==> src/rtl/rca_config_pkg.sv <==
// Shared types, widths and helpers for the RCA configuration unit.
// Optional build macro: RCA_CFG_CHECK_EN (adds malformed-instruction checking).
package rca_config_pkg;

   localparam int NUM_RCAS           = 4;
   localparam int NUM_READ_PORTS     = 5;
   localparam int NUM_WRITE_PORTS    = 2;
   localparam int NUM_GRID_MUXES     = 16;
   localparam int GRID_MUX_INPUTS    = 8;
   localparam int GRID_NUM_ROWS      = 4;
   localparam int IO_UNIT_MUX_INPUTS = 8;
   localparam int MAX_IDS            = 8;

   localparam int RCA_W       = $clog2(NUM_RCAS);
   localparam int ID_W        = $clog2(MAX_IDS);
   localparam int CNT_W       = ID_W + 1;
   localparam int REG_W       = 5;
   localparam int PORT_W      = $clog2(NUM_READ_PORTS);
   localparam int GRID_SEL_W  = $clog2(GRID_MUX_INPUTS);
   // One spare bit so an out-of-range grid address is representable.
   localparam int GRID_ADDR_W = $clog2(NUM_GRID_MUXES) + 1;
   localparam int IO_SEL_W    = $clog2(IO_UNIT_MUX_INPUTS);
   localparam int IO_ADDR_W   = $clog2(GRID_NUM_ROWS);
   localparam int RES_SEL_W   = $clog2(GRID_NUM_ROWS);
   localparam int RES_ADDR_W  = $clog2(NUM_WRITE_PORTS);

   typedef logic [ID_W-1:0] id_t;

   typedef enum logic [1:0] {
      ST_IDLE  = 2'd0,
      ST_DRAIN = 2'd1,
      ST_APPLY = 2'd2
   } rca_cfg_state_t;

   typedef struct packed {
      logic [RCA_W-1:0]       rca_sel;
      logic                   cfg_cpu_reg;
      logic                   cfg_grid;
      logic                   cfg_io;
      logic                   cfg_result;
      logic [PORT_W-1:0]      cpu_port_sel;
      logic                   cpu_src_dest_port;
      logic [REG_W-1:0]       cpu_reg_addr;
      logic [GRID_ADDR_W-1:0] grid_mux_addr;
      logic [GRID_SEL_W-1:0]  new_grid_mux_sel;
      logic [IO_ADDR_W-1:0]   io_mux_addr;
      logic [IO_SEL_W-1:0]    new_io_mux_sel;
      logic [RES_ADDR_W-1:0]  rca_result_mux_addr;
      logic [RES_SEL_W-1:0]   new_rca_result_mux_sel;
   } rca_inputs_t;

   typedef struct packed {
      logic [NUM_READ_PORTS-1:0][REG_W-1:0]  src;
      logic [NUM_WRITE_PORTS-1:0][REG_W-1:0] dest;
   } rca_config_t;

   typedef struct packed {
      logic [NUM_READ_PORTS-1:0][REG_W-1:0]      src;
      logic [NUM_WRITE_PORTS-1:0][REG_W-1:0]     dest;
      logic [NUM_GRID_MUXES-1:0][GRID_SEL_W-1:0] grid;
      logic [GRID_NUM_ROWS-1:0][IO_SEL_W-1:0]    io;
      logic [NUM_WRITE_PORTS-1:0][RES_SEL_W-1:0] res;
   } rca_cfg_bank_t;

   // Single field update; when several flags are set the highest priority
   // one (cpu > grid > io > result) wins. Out-of-range indices write nothing.
   function automatic rca_cfg_bank_t apply_cfg(input rca_cfg_bank_t b, input rca_inputs_t c);
      rca_cfg_bank_t n;
      n = b;
      if (c.cfg_cpu_reg) begin
         if (!c.cpu_src_dest_port) begin
            if (c.cpu_port_sel < PORT_W'(NUM_READ_PORTS))
               n.src[c.cpu_port_sel] = c.cpu_reg_addr;
         end else if (c.cpu_port_sel < PORT_W'(NUM_WRITE_PORTS)) begin
            n.dest[c.cpu_port_sel[RES_ADDR_W-1:0]] = c.cpu_reg_addr;
         end
      end else if (c.cfg_grid) begin
         if (c.grid_mux_addr < GRID_ADDR_W'(NUM_GRID_MUXES))
            n.grid[c.grid_mux_addr[GRID_ADDR_W-2:0]] = c.new_grid_mux_sel;
      end else if (c.cfg_io) begin
         n.io[c.io_mux_addr] = c.new_io_mux_sel;
      end else if (c.cfg_result) begin
         n.res[c.rca_result_mux_addr] = c.new_rca_result_mux_sel;
      end
      return n;
   endfunction

   // Malformed: not exactly one flag, or a grid write aimed past the last mux.
   function automatic logic cfg_invalid(input rca_inputs_t c);
      return ($countones({c.cfg_cpu_reg, c.cfg_grid, c.cfg_io, c.cfg_result}) != 1) ||
             (c.cfg_grid && (c.grid_mux_addr >= GRID_ADDR_W'(NUM_GRID_MUXES)));
   endfunction

endpackage

==> src/rtl/rca_config_unit_use_tracker.sv <==
// rca_use_tracker: per-RCA count of issued-but-not-completed use instructions.
// Ports: clk_i, rst_i (async active-high), issue_i/issue_sel_i, done_i/done_sel_i,
//        zero_o[r] = 1 when RCA r has nothing in flight.
module rca_use_tracker
   import rca_config_pkg::*;
(
   input  logic                clk_i,
   input  logic                rst_i,
   input  logic                issue_i,
   input  logic [RCA_W-1:0]    issue_sel_i,
   input  logic                done_i,
   input  logic [RCA_W-1:0]    done_sel_i,
   output logic [NUM_RCAS-1:0] zero_o
);

   logic [CNT_W-1:0]    cnt_q [NUM_RCAS];
   logic [CNT_W-1:0]    cnt_d [NUM_RCAS];
   logic [NUM_RCAS-1:0] inc;
   logic [NUM_RCAS-1:0] dec;

   always_comb begin
      inc    = '0;
      dec    = '0;
      zero_o = '0;
      for (int r = 0; r < NUM_RCAS; r++) begin
         inc[r]    = issue_i && (issue_sel_i == RCA_W'(r));
         dec[r]    = done_i  && (done_sel_i  == RCA_W'(r));
         cnt_d[r]  = cnt_q[r];
         // Simultaneous issue and done cancel out.
         if (inc[r] && !dec[r])
            cnt_d[r] = cnt_q[r] + 1'b1;
         else if (dec[r] && !inc[r] && (cnt_q[r] != '0))
            cnt_d[r] = cnt_q[r] - 1'b1;
         zero_o[r] = (cnt_q[r] == '0);
      end
   end

   always_ff @(posedge clk_i or posedge rst_i) begin
      if (rst_i) begin
         for (int r = 0; r < NUM_RCAS; r++) cnt_q[r] <= '0;
      end else begin
         for (int r = 0; r < NUM_RCAS; r++) cnt_q[r] <= cnt_d[r];
      end
   end

`ifndef SYNTHESIS
   always_ff @(posedge clk_i) begin
      if (!rst_i) begin
         for (int r = 0; r < NUM_RCAS; r++)
            assert (!(dec[r] && !inc[r] && (cnt_q[r] == '0)));
      end
   end
`endif

endmodule

==> src/rtl/rca_config_unit.sv <==
// rca_config_unit: applies RCA configuration instructions. Writes go to a
// per-RCA shadow bank; the whole shadow bank is copied to the active bank once
// the target RCA has drained its in-flight use instructions.
// Ports: clk_i, rst_i (async active-high); cfg_valid_i/cfg_ready_o/cfg_i/cfg_id_i
//        config handshake; cfg_done_o/cfg_done_id_o apply pulse; use_issue*/use_done*
//        in-flight tracking; use_stall_o per-RCA issue block; lookup_sel_i/rca_config_o
//        combinational register-address read; *_mux_sels_o active mux selects.
// Build macro RCA_CFG_CHECK_EN: malformed instructions skip the drain, write nothing
//        and raise cfg_err_o alongside cfg_done_o.
//
// state    | meaning
// ST_IDLE  | ready for a config instruction
// ST_DRAIN | shadow written; stalling target RCA until its in-flight count is 0
// ST_APPLY | one cycle: cfg_done, shadow bank copied to active at the edge
module rca_config_unit
   import rca_config_pkg::*;
(
   input  logic                clk_i,
   input  logic                rst_i,
   input  logic                cfg_valid_i,
   output logic                cfg_ready_o,
   input  rca_inputs_t         cfg_i,
   input  id_t                 cfg_id_i,
   output logic                cfg_done_o,
   output id_t                 cfg_done_id_o,
`ifdef RCA_CFG_CHECK_EN
   output logic                cfg_err_o,
`endif
   input  logic                use_issue_i,
   input  logic [RCA_W-1:0]    use_issue_sel_i,
   input  logic                use_done_i,
   input  logic [RCA_W-1:0]    use_done_sel_i,
   output logic [NUM_RCAS-1:0] use_stall_o,
   input  logic [RCA_W-1:0]    lookup_sel_i,
   output rca_config_t         rca_config_o,
   output logic [NUM_RCAS*NUM_GRID_MUXES*GRID_SEL_W-1:0] grid_mux_sels_o,
   output logic [NUM_RCAS*GRID_NUM_ROWS*IO_SEL_W-1:0]    io_mux_sels_o,
   output logic [NUM_RCAS*NUM_WRITE_PORTS*RES_SEL_W-1:0] result_mux_sels_o
);

   localparam int GRID_BANK_W = NUM_GRID_MUXES * GRID_SEL_W;
   localparam int IO_BANK_W   = GRID_NUM_ROWS * IO_SEL_W;
   localparam int RES_BANK_W  = NUM_WRITE_PORTS * RES_SEL_W;

   rca_cfg_state_t      state_q, state_d;
   logic [RCA_W-1:0]    target_q;
   id_t                 id_q;
   logic                err_q;
   rca_cfg_bank_t       shadow_q [NUM_RCAS];
   rca_cfg_bank_t       active_q [NUM_RCAS];
   logic [NUM_RCAS-1:0] zero;
   logic                accept;
   logic                bad;

   rca_use_tracker u_tracker (
      .clk_i       (clk_i),
      .rst_i       (rst_i),
      .issue_i     (use_issue_i),
      .issue_sel_i (use_issue_sel_i),
      .done_i      (use_done_i),
      .done_sel_i  (use_done_sel_i),
      .zero_o      (zero)
   );

`ifdef RCA_CFG_CHECK_EN
   assign bad       = cfg_invalid(cfg_i);
   assign cfg_err_o = (state_q == ST_APPLY) && err_q;
`else
   assign bad = 1'b0;
`endif

   assign cfg_ready_o = (state_q == ST_IDLE);
   assign accept      = cfg_valid_i && cfg_ready_o;

   always_comb begin
      state_d       = state_q;
      cfg_done_o    = 1'b0;
      cfg_done_id_o = '0;
      use_stall_o   = '0;
      case (state_q)
         ST_IDLE:  if (accept) state_d = bad ? ST_APPLY : ST_DRAIN;
         ST_DRAIN: begin
            use_stall_o[target_q] = 1'b1;
            if (zero[target_q]) state_d = ST_APPLY;
         end
         ST_APPLY: begin
            cfg_done_o    = 1'b1;
            cfg_done_id_o = id_q;
            state_d       = ST_IDLE;
         end
         default:  state_d = ST_IDLE;
      endcase
   end

   always_ff @(posedge clk_i or posedge rst_i) begin
      if (rst_i) begin
         state_q  <= ST_IDLE;
         target_q <= '0;
         id_q     <= '0;
         err_q    <= 1'b0;
         for (int r = 0; r < NUM_RCAS; r++) begin
            shadow_q[r] <= '0;
            active_q[r] <= '0;
         end
      end else begin
         state_q <= state_d;
         if (accept) begin
            target_q <= cfg_i.rca_sel;
            id_q     <= cfg_id_i;
            err_q    <= bad;
            if (!bad) shadow_q[cfg_i.rca_sel] <= apply_cfg(shadow_q[cfg_i.rca_sel], cfg_i);
         end
         if ((state_q == ST_APPLY) && !err_q) active_q[target_q] <= shadow_q[target_q];
      end
   end

   always_comb begin
      rca_config_o.src  = active_q[lookup_sel_i].src;
      rca_config_o.dest = active_q[lookup_sel_i].dest;
      grid_mux_sels_o   = '0;
      io_mux_sels_o     = '0;
      result_mux_sels_o = '0;
      for (int r = 0; r < NUM_RCAS; r++) begin
         grid_mux_sels_o[r*GRID_BANK_W +: GRID_BANK_W] = active_q[r].grid;
         io_mux_sels_o[r*IO_BANK_W +: IO_BANK_W]       = active_q[r].io;
         result_mux_sels_o[r*RES_BANK_W +: RES_BANK_W] = active_q[r].res;
      end
   end

`ifndef SYNTHESIS
   always_ff @(posedge clk_i) begin
      if (!rst_i && use_issue_i) assert (!use_stall_o[use_issue_sel_i]);
   end
`endif

endmodule

==> config.mk <==
export PLATFORM = sky130hd
export DESIGN_NAME = rca_config_unit
export DESIGN_NICKNAME = d
export VERILOG_FILES = /design/src/rtl/rca_config_pkg.sv /design/src/rtl/rca_config_unit_use_tracker.sv /design/src/rtl/rca_config_unit.sv
export SDC_FILE = /design/constraint.sdc
export NUM_CORES = 2
export LEC_CHECK = 0
export CAP_MARGIN = 20
export CORE_MARGIN = 5
export CORE_UTILIZATION = 30
export DETAILED_ROUTE_END_ITERATION = 10
export GPL_TIMING_DRIVEN = 1
export SLEW_MARGIN = 20
export SYNTH_ARGS = -nofsm -noshare
export SYNTH_HDL_FRONTEND = slang
export SYNTH_SLANG_ARGS = --single-unit
==> constraint.sdc <==
create_clock -name clk_i -period 43.8 [get_ports clk_i]
set_clock_uncertainty 0.05 [all_clocks]
set_input_delay 4.38 -clock clk_i [delete_from_list [all_inputs] [get_ports clk_i]]
set_output_delay 4.38 -clock clk_i [all_outputs]
set_load 0.1 [all_outputs]
## Yosys cells after proc, flatten, opt, wreduce, memory -nomap -nowiden

Cells that the tools add are included.

| cells by class | value |
|---|---|
| add/sub/neg operators | 8 |
| $lt $le $gt $ge | 20 |
| equality and inequality tests | 10 |
| muxes and demuxes | 62 |
| bitwise logic cells | 3 |
| reductions and logical operators | 53 |

Operators by type and width:

| operator | count |
|---|---|
| 396-bit bitwise mux | 2 |
| 99-bit two-way mux | 8 |
| 99-bit binary-select mux with 2-bit select | 3 |
| 99-bit demux with 2-bit select | 2 |
| 64-bit two-way mux | 2 |
| 48-bit two-way mux | 2 |
| 35-bit two-way mux | 2 |
| 25-bit two-way mux | 2 |
| 48-bit bitwise mux | 1 |
| 4-bit two-way mux | 11 |
| 1-bit logical AND | 29 |
| 25-bit bitwise mux | 1 |
| 10-bit two-way mux | 2 |
| 4-bit by 1-bit adder with 4-bit output, second input constant | 4 |
| 4-bit zero test | 4 |
| 16-bit two-way mux | 1 |
| 4-bit nonzero test | 4 |
| 4-bit by 1-bit subtractor with 4-bit output, second input constant | 4 |
| 5-bit demux with 3-bit select | 1 |
| 12-bit bitwise mux | 1 |
| 3-bit demux with 4-bit select | 1 |
| 12-bit two-way mux | 1 |
| 10-bit bitwise mux | 1 |
| 2-bit == test, second input constant | 5 |
| 32 further kinds | 62 |

| storage, ports and cells | value |
|---|---|
| register bits after elaboration | 815 |
| output and inout port bits | 300 |
| logic and storage cells | 395 |

## Depth between registers and ports, before layout

| logic depth | value |
|---|---|
| word-level depth | 11 |
| mapped depth | 8 |

## By module

A second synthesis with hierarchy kept.

| unflattened totals | value |
|---|---|
| cell total of the unflattened synthesis | 2985 |
| area total of the unflattened synthesis | 38166.6 sq um |

By module, submodules not included:

| module | instances | cells an instance | area an instance (sq um) | sequential area each (sq um) |
|---|---|---|---|---|
| rca_config_unit | 1 | 2896 | 37089.3 | 19994.2 |
| rca_use_tracker | 1 | 89 | 1077.3 | 400.4 |

## Worst setup path after synthesis

Ideal clock, no wire load.

| path | value |
|---|---|
| kind | input to output |
| from | input lookup_sel_i[0] |
| to | output rca_config_o[10] (netlist name) |
| arrival | 5.884 ns |
| required time | 39.370 ns |
| setup slack | 33.486 ns |
| cell stages on the path | 3 |
| buffers on the path | 2 |
| path through | clkbuf_1 -> buf_2 -> mux4_2 |

RTL lines:

| element | line | text |
|---|---|---|
| from (decl) | rca_config_unit.sv:34 | `input logic [RCA_W-1:0] lookup_sel_i,` |
| to (decl) | rca_config_unit.sv:35 | `output rca_config_t rca_config_o,` |

==> results.md <==
* Outcome: finished clean
* Seq pwr share at 39.1%
* Yosys top cell area share at 55.7%
* Sw Ratio at 40.5%
* Fin crit share at 25.3%
* Clk buf depth at 3
* Fin crit period at 11.07 ns
* Sw power at 1.26 mW
* Clk_lat worst skew at 0.66 ns
* Nature of the critical path endpoint: primary output
* Leading area contributor after synthesis: dfrtp_1
* CP startpoint kind: primary input
* Clk pwr share at 25.6%
* Unrepaired setup endpoints after global routing: false
* TritonCTS Buffers at 90
* Number of buffers added for setup after CTS at 0
* CP max-delay cell: clkdlybuf4s50_1
* Post-synth top flop: dfrtp_1
* RD Place Congestion at 0.753
* Final setup vio count at 0
* Via count at 22200
* P_int at 1.86 mW
* Starting density of the core at 30.1%
* Slowest stage delay, CP at 0.98 ns
* Clock transition at path regs at 0.06 ns
* Area grow syn2layout at 17.1%
* Reg2reg start: state_q[1]$_DFFE_PP0P_
* Worst-Margin Slew at 1.14 ns
* R2R setup slack at 40.27 ns
* Die height at 359 um
* Gr usage total at 15.4%
* FF/Latch Area at 20400 um^2
* Footprint of the multi-input gates at 13500 um^2
* Area post-placement at 39700 um^2
* Power Dens Cells at 72.8 nW/um^2
* Cell leakage power at 18.3 nW
* Critical Path RT at 39.37 ns
* Syn Nets at 2866
* Iter 0 DRT Violations at 1597
* Fillers at 11700
* First-pass GRT wire length at 153000 um
* Top post-synthesis cells by count: 815 x dfrtp_1, 474 x mux2_2, 354 x nor2_1
* I/O Buffers at 344
* Synth area leaders: dfrtp_1 56%, mux2_2 15%, mux4_2 8.2%
* Asr flop ratio synth at 100%
* Max_cap viols at 0
* Residual DRC count at 0
* Comb pwr share at 35.4%
* HPWL Detailed at 67400 um
* # H-tree levels at 3
* Initial antenna violation count at 5
* Routed length per instance at 22.2 um
* Setup crit start: lookup_sel_i[0]
* PostCTS Resize Cnt at 0
* Final hold violation count at 0
* Routed Antenna Nets at 0
* Layout Nets at 2910
* Crit path buf inv count at 3
* Largest net degree at the start of global routing at 167
* Root Driver: clkbuf_16
* Hold Path Class: flop to flop
* CP cell instances: buf_2 -> buf_4 -> mux4_2 -> clkdlybuf4s50_1
* Slew Limit Fails at 0
* CP delay by family, top: buffers and inverters
* Worst reg2reg path endpoint: shadow_q[335]$_DFFE_PP0P_
* WS Path Type: primary input to primary output
* Die X at 359 um
* Synth Register Bits at 815
* Cell row count at 128
* CTS tree: yes
* Slew HR at 23.6%
* Post-synth EDFFs at 0
* Vias in the first global route at 23000
* Crit path capture: rca_config_o[23]
* Warnings from Yosys at 0
* Critical Path Fanout Max at 35
* Synth unique cells at 48
* Layout cells sized above 1 at 28.1%
* Number of I/O pins at 345
* Netlist Area Pre-Place at 36600 um^2
* Mapped Avg Cell Area at 13.0 um^2
* Core area at 122000 um^2
* FF-to-FF path depth at 5
* Top-count cell post-synth: dfrtp_1
* Fmax at 90.4 MHz
* Final instance area at 42900 um^2
* Detailed-router iteration count before antenna repair at 5
* Vias per inst at 4.87
* Sequential cell area fraction in the yosys report at 55.7%
* GR Overflow Total at 0
* DIE AREA at 129000 um^2
* Post-Syn Instances at 2809
* Setup TNS at 0 ns
* Worst VDD drop at 0.0000469 V
* Routed wire length at 101000 um
* Crit path DAT at 6.64 ns
* Hold-fix buffers, CTS at 0
* Clk sinks at 815
* Worst path depth at 4
[through the flow]
step	instances	hold WS (ns)	setup slack, ns	power, mW	utilization [%]
detailed placement	4386	0.409	32.70	2.34	32.7
CTS	4552	0.423	32.69	3.15	35.3
finish	4557	0.421	32.73	3.12	35.3
floorplan	2809	0.387	16.48	2.12	-
global route	4554	0.451	32.60	3.28	35.3
global placement	4386	0.402	32.73	2.32	32.7
[registers in the layout (all words and copies together) (netlist names)]
| signal | flops |
|---|---|
| io_mux_sels_o | 48 |
| state_q | 2 |
| u_tracker.cnt_q | 16 |
| grid_mux_sels_o | 192 |
| id_q | 3 |
| target_q | 2 |
| active_q | 140 |
| shadow_q | 396 |
| result_mux_sels_o | 16 |
[how the worst min path moves through the flow]
stage	startpoint	to	slack (ns)	cells after the start
after CTS	id_q[2]$_DFFE_PP0P_	id_q[2]$_DFFE_PP0P_	0.42	2
final	id_q[2]$_DFFE_PP0P_	id_q[2]$_DFFE_PP0P_	0.42	2
after global routing	u_tracker.cnt_q[7]$_DFFE_PP0P_	u_tracker.cnt_q[7]$_DFFE_PP0P_	0.45	1
after global placement	id_q[2]$_DFFE_PP0P_	id_q[2]$_DFFE_PP0P_	0.40	2
after detailed placement	id_q[2]$_DFFE_PP0P_	id_q[2]$_DFFE_PP0P_	0.41	2
after floorplan	id_q[0]$_DFFE_PP0P_	id_q[0]$_DFFE_PP0P_	0.39	2
[power by group through the flow]
stage / Clock, mW / Sequential, mW / Combinational (mW)
after floorplan: 0 / 1.14 / 0.979
after global placement: 0 / 1.23 / 1.09
after detailed placement: 0 / 1.23 / 1.11
after CTS: 0.819 / 1.22 / 1.11
after global routing: 0.848 / 1.25 / 1.18
final: 0.798 / 1.22 / 1.11
[layer usage]
metal  wire length [um]  up-vias  GRT usage, %  part of all wire [%]
met5                 13        -             0                 0.013
met4               2670        2          5.04                   2.6
met3               4940      147          2.84                   4.9
met2              48000      585          24.8                    48
met1              45400    11600          20.9                    45
li1                   -     9844             -                     -
[worst register-to-register path: cells and delay by family, from the launching register on]
family / cells / cell delay (ns)
compound gates: 1 / 0.30
simple gates: 2 / 1.37
flops: 1 / 0.42
buf+inv: 2 / 1.23
[cells by family after synthesis]
kind of cell,Yosys count,synth area share [%]
flops,815,55.7
buf+inv,442,7.63
simple gates,479,5.81
mux,672,24.6
fa+ha+maj,12,0.492
xor+xnor,12,0.287
compound gates,377,5.55
[layout by cell type (no fill, tap or decap), types with 16 or more instances in the layout]
cell	Yosys	final
a31oi_1	100	100
buf_4	267	43
mux2_2	474	474
clkbuf_1	40	16
nand2_1	24	24
clkbuf_16	0	93
a21oi_1	244	244
o21ai_0	25	25
mux4_2	134	134
clkbuf_8	0	17
mux2i_1	64	64
nand3_1	24	23
dfrtp_1	815	815
clkinv_2	0	18
nor2_1	354	353
clkdlybuf4s50_1	0	339
[area by class of cell]
type / instances / area share [%]
Sequential cell: 815 / 47.6
Multi-Input combinational cell: 1552 / 31.5
Timing Repair Buffer: 387 / 8.79
Clock buffer: 125 / 6.08
Tap cell: 1625 / 4.74
Clock inverter: 41 / 1.23
Inverter: 7 / 0.0788
Antenna cell: 5 / 0.0292
Note: power is estimated with default switching activity, not from simulation.
